`src/rtl/instr_encoder_loader.sv`:
```
// Packs R/I/S field sets into RV32I words and streams them into instruction memory.
// One-cycle write latency after acceptance; in_ready is high only in LOAD.
module instr_encoder_loader #(
  parameter int AW = 8
) (
  input  logic          clk,
  input  logic          reset,
  input  logic          start,
  input  logic [AW-1:0] base_addr,
  input  logic          in_valid,
  output logic          in_ready,
  input  logic          in_last,
  input  logic [1:0]    fmt,
  input  logic [6:0]    opcode,
  input  logic [4:0]    rd,
  input  logic [4:0]    rs1,
  input  logic [4:0]    rs2,
  input  logic [2:0]    funct3,
  input  logic [6:0]    funct7,
  input  logic [11:0]   imm,
  output logic          imem_we,
  output logic [AW-1:0] imem_addr,
  output logic [31:0]   imem_wdata,
  output logic          busy,
  output logic          done,
  output logic [AW:0]   word_count,
  output logic          err_fmt,
  output logic          err_full
);

  typedef enum logic [1:0] {IDLE, LOAD, DONE} state_t;

  localparam logic [AW:0] FULL_CNT = {1'b1, {AW{1'b0}}};

  state_t        state, state_nxt;
  logic [AW-1:0] ptr;
  logic [AW:0]   wc_inc;
  logic [31:0]   enc;
  logic          legal, accept, full;

  assign in_ready = (state == LOAD);
  assign busy     = (state != IDLE);
  assign done     = (state == DONE);
  assign accept   = in_valid & in_ready;
  assign wc_inc   = word_count + (AW+1)'(1);
  assign full     = (wc_inc == FULL_CNT);

  always_comb begin
    enc   = '0;
    legal = 1'b0;
    case (fmt)
      2'b00: begin
        enc   = {funct7, rs2, rs1, funct3, rd, opcode};
        legal = (opcode == 7'b0110011);
      end
      2'b01: begin
        enc   = {imm, rs1, funct3, rd, opcode};
        legal = (opcode == 7'b0010011) || (opcode == 7'b0000011);
      end
      2'b10: begin
        enc   = {imm[11:5], rs2, rs1, funct3, imm[4:0], opcode};
        legal = (opcode == 7'b0100011);
      end
      default: begin
        enc   = '0;
        legal = 1'b0;
      end
    endcase
  end

  always_comb begin
    state_nxt = state;
    case (state)
      IDLE:    if (start) state_nxt = LOAD;
      // A bad beat with in_last still ends the session; only good beats can fill memory
      LOAD:    if (accept && (in_last || (legal && full))) state_nxt = DONE;
      DONE:    state_nxt = IDLE;
      default: state_nxt = IDLE;
    endcase
  end

  always_ff @(posedge clk or posedge reset) begin
    if (reset) state <= IDLE;
    else       state <= state_nxt;
  end

  always_ff @(posedge clk or posedge reset) begin
    if (reset) begin
      ptr        <= '0;
      imem_we    <= 1'b0;
      imem_addr  <= '0;
      imem_wdata <= '0;
      word_count <= '0;
      err_fmt    <= 1'b0;
      err_full   <= 1'b0;
    end else begin
      imem_we <= 1'b0;
      if (state == IDLE && start) begin
        ptr        <= base_addr;
        word_count <= '0;
        err_fmt    <= 1'b0;
        err_full   <= 1'b0;
      end
      if (accept) begin
        if (legal) begin
          imem_we    <= 1'b1;
          imem_addr  <= ptr;
          imem_wdata <= enc;
          ptr        <= ptr + AW'(1);
          word_count <= wc_inc;
          if (full && !in_last) err_full <= 1'b1;
        end else begin
          err_fmt <= 1'b1;
        end
      end
    end
  end

endmodule

```
`config.mk`:
```
export PLATFORM = sky130hd
export DESIGN_NAME = instr_encoder_loader
export DESIGN_NICKNAME = d
export VERILOG_FILES = /design/src/rtl/instr_encoder_loader.sv
export SDC_FILE = /design/constraint.sdc
export NUM_CORES = 1
export LEC_CHECK = 0
export ABC_AREA = 0
export BUFFER_PORTS_ARGS = -buffer_cell sky130_fd_sc_hd__buf_2
export CAP_MARGIN = 15
export CORE_ASPECT_RATIO = 1.5
export CORE_MARGIN = 2
export CORE_UTILIZATION = 39
export CTS_CLUSTER_SIZE = 24
export DETAILED_ROUTE_END_ITERATION = 12
export PLACE_DENSITY = 0.7
export SLEW_MARGIN = 20
export SYNTH_ARGS = -nofsm -noshare
export SYNTH_HDL_FRONTEND = slang
export SYNTH_SLANG_ARGS = --single-unit
```
`constraint.sdc`:
```
create_clock -name clk -period 2.3 [get_ports clk]
set_input_delay 0.23 -clock clk [delete_from_list [all_inputs] [get_ports clk]]
set_output_delay 0.23 -clock clk [all_outputs]
set_load 0.01 [all_outputs]
```
=== Yosys cells after proc, flatten, opt, wreduce, memory -nomap -nowiden ===
Cells that the tools add are included.

* Register bits after elaboration: 62
* Output and inout bits: 55
* Input bits: 59
* Logic and storage cells: 54

* Muxes and demuxes: 20
* Add/subtract/negate cells: 2
* Reductions and logical operators: 12
* Bitwise operators: 1
* Equal/unequal tests: 11

{| class="wikitable"
|+ Operators by type and width
! cell !! count
|-
| one-hot mux 32 bit (3 select lines) || 1
|-
| 2-to-1 mux 9 bit || 3
|-
| 2-to-1 mux 8 bit || 3
|-
| == test 7 x 6 -> 1 bit, second input constant || 2
|-
| adder 9 x 1 -> 9 bit, second input constant || 1
|-
| == test 9 bit, second input constant || 1
|-
| 2-to-1 mux 1 bit || 9
|-
| adder 8 x 1 -> 8 bit, second input constant || 1
|-
| == test 7 x 2 -> 1 bit, second input constant || 1
|-
| == test 7 x 5 -> 1 bit, second input constant || 1
|-
| == test 2 x 1 -> 1 bit, second input constant || 2
|-
| == test 2 bit, second input constant || 2
|-
| logical AND 1 bit || 4
|-
| zero test 2 bit || 2
|-
| 2-to-1 mux 2 bit || 2
|-
| one-hot mux 2 bit (2 select lines) || 1
|-
| AND reduction 2 bit || 2
|-
| one-hot mux 1 bit (3 select lines) || 1
|-
| logical OR 1 bit || 2
|-
| != test 2 x 1 -> 1 bit, second input constant || 1
|-
| != test 2 bit, second input constant || 1
|-
| nonzero test 2 bit || 1
|-
| bitwise AND 1 bit || 1
|-
| zero test 1 bit || 1
|}

=== Logic depth before layout (Yosys ltp) ===
Gate-level depths: netlist of run 1.

* Depth after elaboration: 8
* Mapped depth: 11
* Gate-level depth less buffers: 8

=== Worst setup path before layout of run 1 ===
No wires, ideal clock.

* Path kind: in2reg
* Start: in fmt[0]
* End: reg ptr[4]
* Buffers on the path: 4
* Arrival time: 2092 ps
* Data required time: 2177 ps
* Setup time: 123 ps
* Slack: 85 ps
* Stages on the path: 10
* Path through: buf_4 > nor2b_1 > clkbuf_1 > ha_1 > nand3b_1 > a2111o_1 > buf_6 > buf_6 > o32ai_2 > nor2_1

* Cells in the longest elaborated chain, start to end: 4
* Elaborated cells between the ends (all ways): 6
* Classes of those cells: eq/ne (2); mux (3); reduce/logical (1)

{| class="wikitable"
|+ Ends and longest elaborated chain
! element !! RTL line !! RTL
|-
| start: declaration || 13 || <nowiki>input logic [1:0] fmt,</nowiki>
|-
| == test 2 bit (tied with other cells) || 51 || <nowiki>case (fmt)</nowiki>
|-
| one-hot mux 1 bit (3 select lines) (*) || 51 ||
|-
| 2-to-1 mux 8 bit (*) || 105 || <nowiki>if (legal) begin</nowiki>
|-
| 2-to-1 mux 8 bit (*) || 104 || <nowiki>if (accept) begin</nowiki>
|-
| end signal: assignment || 99 || <nowiki>ptr <= base_addr;</nowiki>
|-
| end signal: assignment || 109 || <nowiki>ptr <= ptr + AW'(1);</nowiki>
|-
| end: declaration || 36 || <nowiki>logic [AW-1:0] ptr;</nowiki>
|}

Mark *: on every way between the ends. The rest lies on a longest branch, timed or not.
A chain may end at the register's enable or synchronous reset.

=== Final worst setup path of run 1 ===
* Start: reg state[1]
* End: reg ptr[7]

* Cells in the longest elaborated chain, start to end: 5
* Elaborated cells between the ends (all ways): 7
* Classes of those cells: eq/ne (1); mux (3); bitwise (1); reduce/logical (2)

{| class="wikitable"
|+ Ends and longest elaborated chain
! element !! RTL line !! RTL
|-
| start: declaration || 35 || <nowiki>state_t state, state_nxt;</nowiki>
|-
| start signal: assignment || 84 || <nowiki>else state <= state_nxt;</nowiki>
|-
| zero test 2 bit || 98 || <nowiki>if (state == IDLE && start) begin</nowiki>
|-
| logical AND 1 bit || 98 ||
|-
| 2-to-1 mux 8 bit || 98 ||
|-
| 2-to-1 mux 8 bit || 105 ||
|-
| 2-to-1 mux 8 bit (*) || 104 ||
|}

Marked as above.

==> flow_summary.toml, run 1 <==
[setup_path]
r2r_setup_slack_ns = 0.35
crit_type = "reg -> reg"
critPathCaptureType = "register"
critical_path_arrival_ns = 2.21
crit_path_start = "state[1]$_DFFE_PP0P_"
worstPathMaxFanout = 24
rr_endpoint = "ptr[7]$_DFF_PP0_"
crit_required_ns = 2.56
critical_path.endpoint = "ptr[7]$_DFF_PP0_"
reg2reg_depth = 7
rr_startpoint = "state[1]$_DFFE_PP0P_"
cp-start-kind = "register"

[floorplan]
row_count = 39
core_mm2 = 0.00751
die_h_um = 111
chipWidth_um = 75.3
start_util = 0.395
ios = 114
die_area_mm2 = 0.00835

[power_and_ir_drop]
peakVddDrop_mv = 0.585
p_per_area_mw_per_mm2 = 849
cellLeakagePower_nw = 2.15

[finish]
num-fill-cells = 725
stdcell_count = 553
nets = 508
finish.instance_area_mm2 = 0.00402
regArea_mm2 = 0.00155
syn_to_final_growth_pct = 35.2
antenna_cells = 0
multi_input_area_mm2 = 0.00131
drive_gt1_frac = 0.319

[sta]
tightest_slew_ns = 0.646
period_minus_slack_ns = 1.95
hold_slack_ns = 0.00296
hold_viol_final = 0
slew_headroom = 0.569
finalCritPeriodShare = 0.846
fin_setup_tns_ns = 0
max_freq_mhz = 514
slew_viol_final = 0
rsz0062_at_grt = "no"
clock_skew_ns = 0.00476
setup_viol_count_final = 0

[global_route]
grt_first_pass_wirelength_um = 12200
grt.overflow.total = 0
grt_pass1_vias = 2576
grt_max_degree = 35
track_usage = 0.191
antenna_found_initial = 0

[clocking]
post_cts_resized = 0
insertion_delay_ns = 0.32
cts.sink_count = 62
clk_pin_slew_worst_paths_ns = 0.05
cts_buffer_depth = 2
ctsRootBufferMaster = "clkbuf_16"
post_cts_buffers = 0
cts_buffers = 9
htree_levels = 3
ctsHoldBuffers = 0
cts_tree = "done"

[detailed_routing]
drtAntennaViolNets = 0
via_count = 2699
drc = 0
firstDrtPassIters = 4
drt-initial-drc-count = 210
routed_via_density = 4.88
wl_um = 7590
wire_per_inst_um = 13.7

[synth]
syn_inst = 328
async_flop_share = 1.00
synth_edf_count = 0
ys.flop_type = "dfrtp_1"
syn_area_mm2 = 0.00297
syn_avg_cell_area_um2 = 9.06
ys_seq_area_frac = 0.522
yosysWarnings = 0
synth.distinct_cells = 40
synth_top_area_frac = 0.522
syn_nets = 390
yosysTopAreaCell = "dfrtp_1"
synth_area_leaders = "dfrtp_1, nand2_1, o21ai_0"
ys_ff_latch = 62

[placement]
hpwl_um = 5710
portBuffers = 113
gp_congestion = 0.830
dp.cells = 537
place_area_mm2 = 0.00369

[worst_hold_path]
hp-class = "in -> async"

[job]
cap_violations = 0

[outcome]
status = "complete, no violations"
==> Yosys cell counts, types with 2 or more instances <==
master and n:
buf_4 4, buf_6 2, clkbuf_1 10, a211oi_1 2, and2_1 5, and3_1 5, ha_1 3, a21oi_1 23
mux2i_1 8, o21ai_0 33, o31ai_1 5, nand3b_1 2, inv_1 5, nand3_1 17, nor2b_1 16, a31oi_1 2
nor2_1 23, dfrtp_1 62, xnor2_1 3, nand2b_1 4, nand2_1 75
==> worst max-delay path: stages (launching register included) <==
cell and delay, ns:
dfrtp_1 0.40, nand3b_1 0.23, a2111o_2 0.52, buf_12 0.18, nor2_1 0.14, buf_4 0.14
and4b_1 0.20, a211o_1 0.09
==> logic make-up (layout without fill, tap and decap cells) <==
logic type	Yosys count	after routing	synth area share
compound gates	74	74	0.146
xor+xnor	4	4	0.0118
fa+ha+maj	3	3	0.0126
buf+inv	22	145	0.0379
flops	62	62	0.522
mux	8	8	0.0269
simple gates	155	155	0.243
==> through the flow <==
stage | util | total power [W] | setup WS [ns]
6_report | 0.534 | 0.00341 | 0.354
4_1_cts | 0.534 | 0.00344 | 0.357
5_1_grt | 0.534 | 0.00357 | 0.246
3_3_place_gp | 0.491 | 0.00195 | 0.189
3_5_place_dp | 0.491 | 0.00197 | 0.145
2_1_floorplan | - | 0.00171 | 0.0850
==> flip-flops by register name, summed over array words and instances (netlist names) <==
signal and cells:
word_count 9, ptr 8, imem_wdata 32, imem_addr 8, state 2, imem_we 1, err_full 1, err_fmt 1
==> where the power goes <==
part | leakage [nW] | internal [W] | switching, W | total, W
registers | 0.835 | 0.00123 | 0.000123 | 0.00135
clock network | 0.156 | 0.000979 | 0.000478 | 0.00146
logic | 1.16 | 0.000256 | 0.000346 | 0.000601
total | 2.15 | 0.00246 | 0.000947 | 0.00341
==> worst min-delay path by stage <==
stage                  from  slack (ns)                    endpoint
global route          reset        0.06  imem_wdata[19]$_DFFE_PP0P_
floorplan           in_last        0.33          err_full$_DFF_PP0_
finish                reset       0.003   imem_wdata[2]$_DFFE_PP0P_
global placement      reset        0.36   imem_wdata[3]$_DFFE_PP0P_
detailed placement    reset        0.37   imem_wdata[3]$_DFFE_PP0P_
CTS                   reset        0.02   imem_wdata[3]$_DFFE_PP0P_
==> cells in the final DEF, fill, tap and decap left out, drive strengths merged <==
cell,n
ha,3
a31oi,2
or3b,2
clkinv,1
and4b,1
a211oi,2
a311o,1
a221o,1
a211o,1
clkinvlp,1
o31ai,5
mux2i,8
nor2b,16
nand2,76
nor3,1
xnor2,3
clkbuf,11
o32ai,1
a221oi,1
nand2b,4
dfrtp,62
xor2,1
nor2,23
nand3b,2
and3,5
o21ai,34
buf,124
bufinv,2
nand3,17
nor3b,1
and4,1
a2111o,1
o2111ai,1
a311oi,1
inv,6
nand4,1
a21oi,23
and2,5
==> area by class of cell <==
type                            count  share of cell area
Sequential cell                    62               0.386
Clock buffer                       11              0.0604
Clock inverter                      5              0.0202
Inverter                            5             0.00467
Timing Repair Buffer              124               0.171
Tap cell                          102              0.0318
Multi-Input combinational cell    244               0.326
==> routing by layer <==
| metal | part of all wire | wire length [um] | vias to the layer above | GRT usage |
|---|---|---|---|---|
| met1 | 0.40 | 3070 | 1234 | 0.234 |
| met3 | 0.056 | 422 | 12 | 0.0518 |
| met5 | 0 | 0 | - | 0 |
| li1 | - | - | 1354 | - |
| met4 | 0.022 | 164 | 0 | 0.0702 |
| met2 | 0.52 | 3940 | 99 | 0.313 |
Power figures use the tool's default switching activity.
==> inputs of run 2 (changes only) <==
==> constraint.sdc (replaced) <==
create_clock -name clk -period 1.82 [get_ports clk]
set_input_delay 0.182 -clock clk [delete_from_list [all_inputs] [get_ports clk]]
set_output_delay 0.182 -clock clk [all_outputs]
set_load 0.01 [all_outputs]
==> run 2 against run 1 <==
  * Flip-flop and latch count is the same
  * Global-route usage grew 1.5 points
  * Sequential share of layout area shrank 1.4 points
  * Highest routed layer unchanged
  * Die area is the same
  * First-iteration DRC count shrank 21%
  * Final area grew 3.8%
  * Clock skew grew 0.0041 ns
  * Count of clock-buffer cells in the layout shrank 2
  * Via count grew 4.7%
  * Cell count grew 3.6%
  * Critical endpoint unchanged
  * Non-clock buffer count grew 22
  * Register-to-register slack lost 0.23 ns
==> flow_summary.toml, run 2 (same netlist as run 1, synthesis figures left out) <==
[job]
cap_violations = 0

[detailed_routing]
routed_via_density = 4.93
firstDrtPassIters = 4
drtAntennaViolNets = 0
drt-initial-drc-count = 165
wl_um = 8020
drc = 0
wire_per_inst_um = 14.0
via_count = 2827

[outcome]
status = "complete, no violations"

[finish]
layout_commonest_cell = "buf_2"
mostFrequentLayoutCells = "buf_2, nand2_1, dfrtp_1"
top_register = "imem_wdata"
antenna_cells = 0
regArea_mm2 = 0.00155
top_regs = "imem_wdata: 32 flops, word_count: 9 flops"
syn_to_final_growth_pct = 40.3
drive_gt1_frac = 0.369
multi_input_area_mm2 = 0.00135
nets = 530
finish.instance_area_mm2 = 0.00417
final_util = 0.555
largest_reg_flops = 32
num-fill-cells = 735

[clocking]
ctsRootBufferMaster = "clkbuf_16"
cts_buffers = 9
cts_tree = "done"
cts.sink_count = 62
clk_pin_slew_worst_paths_ns = 0.05
insertion_delay_ns = 0.33
htree_levels = 3
cts_buffer_depth = 2

[floorplan]
start_util = 0.395
chipWidth_um = 75.3
die_area_mm2 = 0.00835
core_mm2 = 0.00751
ios = 114
die_h_um = 111
row_count = 39

[power_and_ir_drop]
p_total_w = 0.00414
peakVddDrop_mv = 0.578
p_per_area_mw_per_mm2 = 993
cellLeakagePower_nw = 2.24

[setup_path]
critical_path_arrival_ns = 1.94
crit_type = "in -> reg"
worstPathMaxFanout = 8
crit_required_ns = 2.03
rr_endpoint = "ptr[7]$_DFF_PP0_"
rr_startpoint = "state[1]$_DFFE_PP0P_"
r2r_setup_slack_ns = 0.12
cp-start-kind = "input pin"
reg2reg_depth = 6
critPathCaptureType = "register"

[placement]
portBuffers = 113
gp_congestion = 0.804
place_area_mm2 = 0.00385
hpwl_um = 6180
dp_slack_ns = -0.227

[sta]
hold_viol_final = 0
tightest_slew_ns = 0.541
max_freq_mhz = 578
slew_headroom = 0.639
period_minus_slack_ns = 1.73
fin_setup_tns_ns = 0
rsz0062_at_grt = "no"
slew_viol_final = 0
finalWorstSetupSlack_ns = 0.0910
clock_skew_ns = 0.00888
setup_viol_count_final = 0
finalCritPeriodShare = 0.950

[worst_hold_path]
worstHoldEndpoint = "err_full$_DFF_PP0_"
hp-class = "in -> reg"
hold_path_depth = 2
min_from = "in_last"

[global_route]
grt.overflow.total = 0
grt_pass1_vias = 2832
antenna_found_initial = 0
track_usage = 0.206
grt_first_pass_wirelength_um = 13200
grt_max_degree = 47
run 2: worst max path at each step:
stage / startpoint / end / depth (start not counted)
6_report: fmt[1] / ptr[7]$_DFF_PP0_ / 9
5_1_grt: fmt[1] / ptr[7]$_DFF_PP0_ / 9
4_1_cts: word_count[0]$_DFF_PP0_ / state[0]$_DFFE_PP0P_ / 5
3_5_place_dp: fmt[1] / ptr[7]$_DFF_PP0_ / 9
3_3_place_gp: fmt[1] / ptr[0]$_DFF_PP0_ / 8
2_1_floorplan: fmt[0] / ptr[4]$_DFF_PP0_ / 10
run 2: area by class of cell:
type / instances / area share
multi-input combinational: 244 / 0.324
inverter: 5 / 0.00450
timing repair buffer: 146 / 0.202
tap: 102 / 0.0306
clock buffer: 9 / 0.0540
sequential: 62 / 0.372
clock inverter: 5 / 0.0126
run 2: through the flow:
step / hold WS [ns] / std cells
floorplan: 0.281 / 328
global placement: 0.260 / 557
detailed placement: 0.260 / 557
CTS: 0.0574 / 572
global route: 0.0698 / 573
finish: 0.0656 / 573
run 2: per-layer routing:
metal  GRT usage  share of wire  vias to the layer above  routed length [um]
li1            -              -                     1399                   -
met1       0.233           0.39                     1329                3100
met2       0.355           0.53                       84                4250
met3      0.0618          0.064                       15                 512
met4      0.0749          0.020                        0                 160
met5           0              0                        -                   0
run 2: worst max-delay path, stage by stage:
cell	delay, ns
buf_2	0.12
nor2b_4	0.13
ha_4	0.25
nand3b_1	0.09
a2111o_2	0.53
buf_12	0.16
nor2_2	0.13
a31oi_1	0.10
a211o_1	0.23
run 2: what timing repair did:
item	CTS	global route
setup endpoints to repair	0	20
endpoints found under the hold margin	22	0
gates resized for setup	0	8
hold buffers	1	0
buffers inserted	0	1
run 2: where the power goes:
| part | total [W] | switching [W] | internal [W] | leakage, nW |
|---|---|---|---|---|
| Clock | 0.00161 | 0.000577 | 0.00103 | 0.137 |
| Combinational | 0.000830 | 0.000458 | 0.000372 | 1.27 |
| Sequential | 0.00170 | 0.000144 | 0.00155 | 0.833 |
| Total | 0.00414 | 0.00118 | 0.00296 | 2.24 |
